`src/rtl/mem_port_arbiter.sv`:
```
// Two-master round-robin arbiter for the shared synchronous memory port.
// One transfer in flight; data/exception returned with a one-cycle ack.
package mem_pkg;
  typedef enum logic [1:0] {
    MEM_ACCESS_BYTE = 2'd0,
    MEM_ACCESS_HALF = 2'd1,
    MEM_ACCESS_WORD = 2'd2
  } mem_access_t;

  typedef struct packed {
    logic load_fault;
    logic store_fault;
    logic misaligned;
  } mem_exception_mask_t;
endpackage

module mem_port_arbiter
  import mem_pkg::*;
#(
  parameter int READ_LATENCY = 1
) (
  input  logic                clk,
  input  logic                rst,
  input  logic                m0_req,
  input  logic [31:0]         m0_addr,
  input  logic [31:0]         m0_wr_data,
  input  logic                m0_wr_ena,
  input  mem_access_t         m0_access,
  output logic                m0_ack,
  output logic [31:0]         m0_rd_data,
  output mem_exception_mask_t m0_exception,
  input  logic                m1_req,
  input  logic [31:0]         m1_addr,
  input  logic [31:0]         m1_wr_data,
  input  logic                m1_wr_ena,
  input  mem_access_t         m1_access,
  output logic                m1_ack,
  output logic [31:0]         m1_rd_data,
  output mem_exception_mask_t m1_exception,
  output logic [31:0]         mem_addr,
  output logic [31:0]         mem_wr_data,
  output logic                mem_wr_ena,
  output mem_access_t         mem_access,
  input  logic [31:0]         mem_rd_data,
  input  mem_exception_mask_t mem_exception,
  output logic                busy,
  output logic                owner
);

  typedef enum logic [1:0] {
    IDLE,
    ISSUE,
    WAIT,
    RESP
  } state_t;

  localparam logic [2:0] CNT_INIT = 3'(READ_LATENCY - 1);

  state_t              state;
  state_t              state_nxt;
  logic                prio;
  logic [2:0]          cnt;
  logic                grant;
  logic                grant_id;
  logic                capture;
  logic [31:0]         addr_q;
  logic [31:0]         wdata_q;
  logic                wena_q;
  mem_access_t         access_q;
  logic [31:0]         rdata_q;
  mem_exception_mask_t exc_q;

  always_ff @(posedge clk) begin
    if (rst) state <= IDLE;
    else     state <= state_nxt;
  end

  always_comb begin
    state_nxt = state;
    grant     = 1'b0;
    grant_id  = owner;
    capture   = 1'b0;
    unique case (state)
      IDLE: begin
        if (m0_req || m1_req) begin
          grant     = 1'b1;
          grant_id  = (m0_req && m1_req) ? prio : m1_req;
          state_nxt = ISSUE;
        end
      end
      ISSUE: state_nxt = WAIT;
      WAIT: begin
        if (cnt == 3'd0) begin
          capture   = 1'b1;
          state_nxt = RESP;
        end
      end
      RESP: state_nxt = IDLE;
      default: state_nxt = IDLE;
    endcase
  end

  always_ff @(posedge clk) begin
    if (rst) begin
      prio     <= 1'b0;
      owner    <= 1'b0;
      cnt      <= 3'd0;
      addr_q   <= '0;
      wdata_q  <= '0;
      wena_q   <= 1'b0;
      access_q <= MEM_ACCESS_WORD;
      rdata_q  <= '0;
      exc_q    <= '0;
    end else begin
      if (grant) begin
        owner    <= grant_id;
        addr_q   <= grant_id ? m1_addr : m0_addr;
        wdata_q  <= grant_id ? m1_wr_data : m0_wr_data;
        wena_q   <= grant_id ? m1_wr_ena : m0_wr_ena;
        access_q <= grant_id ? m1_access : m0_access;
      end
      if (state == ISSUE)
        cnt <= CNT_INIT;
      else if (state == WAIT && cnt != 3'd0)
        cnt <= cnt - 3'd1;
      if (capture) begin
        rdata_q <= mem_rd_data;
        exc_q   <= mem_exception;
      end
      if (state == RESP) prio <= ~owner;
    end
  end

  // Port driven only from registers, so req never reaches it combinationally.
  assign mem_addr    = addr_q;
  assign mem_wr_data = wdata_q;
  assign mem_access  = access_q;
  assign mem_wr_ena  = (state == ISSUE) && wena_q;

  assign busy   = (state != IDLE);
  assign m0_ack = (state == RESP) && !owner;
  assign m1_ack = (state == RESP) && owner;

  assign m0_rd_data   = m0_ack ? rdata_q : '0;
  assign m1_rd_data   = m1_ack ? rdata_q : '0;
  assign m0_exception = m0_ack ? exc_q : '0;
  assign m1_exception = m1_ack ? exc_q : '0;

endmodule

```
`config.mk`:
```
export PLATFORM = sky130hd
export DESIGN_NAME = mem_port_arbiter
export DESIGN_NICKNAME = d
export VERILOG_FILES = /design/src/rtl/mem_port_arbiter.sv
export SDC_FILE = /design/constraint.sdc
export NUM_CORES = 1
export LEC_CHECK = 0
export CELL_PAD_IN_SITES_DETAIL_PLACEMENT = 0
export CELL_PAD_IN_SITES_GLOBAL_PLACEMENT = 2
export CORE_MARGIN = 2
export CORE_UTILIZATION = 19
export DETAILED_ROUTE_END_ITERATION = 7
export PLACE_DENSITY = 0.86
export SLEW_MARGIN = 20
export SYNTH_ARGS = -nofsm -noshare
export SYNTH_HDL_FRONTEND = slang
export SYNTH_SLANG_ARGS = --single-unit
```
`constraint.sdc`:
```
create_clock -name clk -period 1.9 [get_ports clk]
set_input_delay 0.19 -clock clk [delete_from_list [all_inputs] [get_ports clk]]
set_output_delay 0.19 -clock clk [all_outputs]
set_load 0.01 [all_outputs]
```
==> results of run 1 <==
==> critical path: stages, from the launching register on <==
cell and delay [ns]:
dfxtp_4 0.38, ha_4 0.15, nor2b_4 0.25, buf_12 0.15
buf_12 0.12, and2_1 0.12, buf_2 0.13
==> flip-flops by register name (all words and copies together), names as in the netlist, named ones only <==
register     count
mem_addr        32
mem_wr_data     32
rdata_q         32
cnt              3
exc_q            3
mem_access       2
state            2
prio             1
wena_q           1
==> final timing paths <==
path | from | end
worst max-delay path | state[1] | m0_rd_data[1]
worst min-delay path | rst | mem_wr_data[21]
worst max register to register | state[1] | mem_wr_data[11]
worst min register to register | rdata_q[13] | rdata_q[13]
==> layer usage <==
layer	global-route usage, %	wire (um)
met4	3.992	234
met1	15.21	7902
met3	4.847	1908
met2	21.78	8322
met5	0	0
==> cell usage after synthesis (all sizes together), types with 7 or more instances <==
cell / count / share of area [%]
dfxtp: 109 / 44
a21oi: 104 / 11
nand2: 72 / 5.5
mux2i: 68 / 14
o21ai: 66 / 6.7
and2: 38 / 4.8
and3: 35 / 4.5
clkbuf: 31 / 2.4
buf: 20 / 2.3
nor2: 8 / 0.71
nor3: 8 / 0.81
ha: 7 / 1.8
inv: 7 / 0.53
==> cell families (layout without fill, tap and decap cells) <==
logic type,count (synthesis),in the layout
AOI/OAI and AO/OA,172,172
and+or+nand+nor,165,165
DFF,109,109
muxes,68,68
buffers and inverters,58,366
adders and majority gates,7,7
xor gates and xnor gates,1,1
==> cell type report <==
type                       count  area (um2)  share of cell area [%]
clock buffer                   9       225.2                   2.543
clock inverter                 7       80.08                  0.9042
inverter                       7       26.28                  0.2967
multi-input combinational    413        2525                   28.51
sequential                   109        2190                   24.72
tap                          330       412.9                   4.662
timing repair buffer         343        3397                   38.36
==> report_power, final <==
part           total [uW]  internal (uW)  switching, uW  leakage (uW)
Clock                2030           1050            979      0.000149
Combinational        4990           2590           2390       0.00266
Sequential           3440           3030            416      0.000899
==> what timing repair did <==
item	in CTS	in global routing
pin swaps	2	1
endpoints found under the setup margin	74	24
cloned	3	1
gates resized for setup	193	15
buffers inserted	6	2
==> metrics by stage <==
| step | util [%] | cell area, um2 | instances | power [uW] |
|---|---|---|---|---|
| after floorplan | - | 4913 | 580 | 5747 |
| after global placement | 33.76 | 8527 | 1192 | 8226 |
| after detailed placement | 33.76 | 8527 | 1192 | 8254 |
| after CTS | 34.86 | 8803 | 1217 | 10560 |
| after global routing | 35.07 | 8856 | 1218 | 11170 |
| final | 35.07 | 8856 | 1218 | 10460 |
==> metrics.md, run 1 <==
| Metric | Value |
|---|---|
| Setup CP Type | `register to output port` |
| FF-to-FF path depth | `8` |
| Post-synthesis area per instance | `8.471 um2` |
| EDFF count, synth | `0` |
| Commonest non-fill, non-tap cell in the layout | `clkdlybuf4s50_1` |
| Reg clk slew, reported paths | `0.08 ns` |
| First-pass GRT wire length | `between 20000 and 30000 um` |
| Number of global-route vias before repair | `slightly below 5000` |
| Hold crit path type | `input port to register` |
| Number of max-cap violations | `0` |
| XOR/XNOR Fraction of Synth Area | `less than 1%` |
| Hold path cells | `4` |
| CTS Sinks | `around 110` |
| All-Layer GR Usage | `between 10% and 20%` |
| LEAKAGE | `0.003704 uW` |
| FILL cells | `2653` |
| Slew Viols, Final | `0` |
| Slew HR | `between 60% and 70%` |
| Internal reg-to-reg setup slack | `between 0.15 and 0.2 ns` |
| Final worst-path cycle share | `96.90%` |
| DRC errors left | `0` |
| Num CTS Buffers | `9` |
| Maximum VDD drop | `just over 0.5 mV` |
| DP Worst Slack | `about 0.056 ns` |
| Most frequent cells in the layout | `clkdlybuf4s50_1, dfxtp_1, a21oi_1` |
| Fraction of layout cells with a size suffix above 1 | `11.04%` |
| Power Dens Cells | `around 1200 nW/um2` |
| Final worst slack | `~0.059 ns` |
| Layout Nets | `~1100` |
| Layout area overhead | `80.24%` |
| Via count | `approximately 5100` |
| Post-DRT Antenna Nets | `0` |
| Adder-Cell Fraction of Synth Area | `1.783%` |
| Crit end category | `output port` |
| Req. time, crit path | `1.71 ns` |
| Largest family of logic cells by synthesized area | `compound AO/OA/AOI/OAI gates` |
| Post-detailed-route wirelength per cell | `15.08 um` |
| Die area | `27160 um2` |
| Max Fclk | `~0.54 GHz` |
| Via density per instance | `~4.2` |
| CTS tree | `done` |
| Pin count of the biggest net entering global routing | `56` |
| Initial Util | `19.46%` |
| Unrepaired setup endpoints after global routing | `no` |
| Post-synthesis compound-gate area fraction | `17.70%` |
| Die Ht | `between 150 and 200 um` |
| Ys flop type | `dfxtp_1` |
| Setup_tns | `0 ns` |
| Post-synthesis sequential area ratio | `44.41%` |
| Crit-path max FO | `5` |
| Routed WL | `around 18000 um` |
| Initial antenna violation count | `0` |
| Post-Synthesis Cells | `580` |
| Status | `finished clean` |
| # diodes | `0` |
| DP HPWL | `~13000 um` |
| Skew-Pair Late Insertion Delay | `about 0.36 ns` |
| Total core area | `around 25000 um2` |
| Hold Fails Final Rpt | `0` |
| Async set-or-reset flop fraction in the synthesized netlist | `0%` |
| Post-synth net total | `760` |
| Count of unique library cells instantiated by Yosys | `25` |
| Final Wtd Congestion | `about 0.76` |
| Clock Skew | `a little under 0.01 ns` |
| Site row count | `58` |
| Yosys reg bits | `between 100 and 150` |
| Clock Root Buffer | `clkbuf_16` |
| Worst hold slack | `0.2094 ns` |
| Yosys warnings | `0` |
| Die Wd | `roughly 160 um` |
| Top Ports | `~310` |
| Starting DRT DRC Count | `between 150 and 200` |
| Worst-Margin Slew | `between 0.5 and 0.6 ns` |
| Final setup viols | `0` |
| Data arrival, critical path | `1.65 ns` |
| Post-Synth Simple-Gate Area | `16.86%` |
| Crit path time final | `~1.8 ns` |
| Clock tree buffer depth | `2` |
| Drt first pass iters | `4` |
| Port Buffers | `around 310` |
| Mapped Area | `roughly 4900 um2` |
| Mux share of post-synthesis cell area | `13.85%` |
| Total grt overflow | `0` |
| Hold Buf Count CTS | `0` |
| Crit start category | `register` |
| H-tree depth | `3` |
Power figures use the tool's default switching activity.
==> run 2: changes to the inputs <==
HOLD_SLACK_MARGIN = 0.06   (was not set)
==> results of run 2 <==
No change in the layout: final DEF, timing and power equal those of run 1.
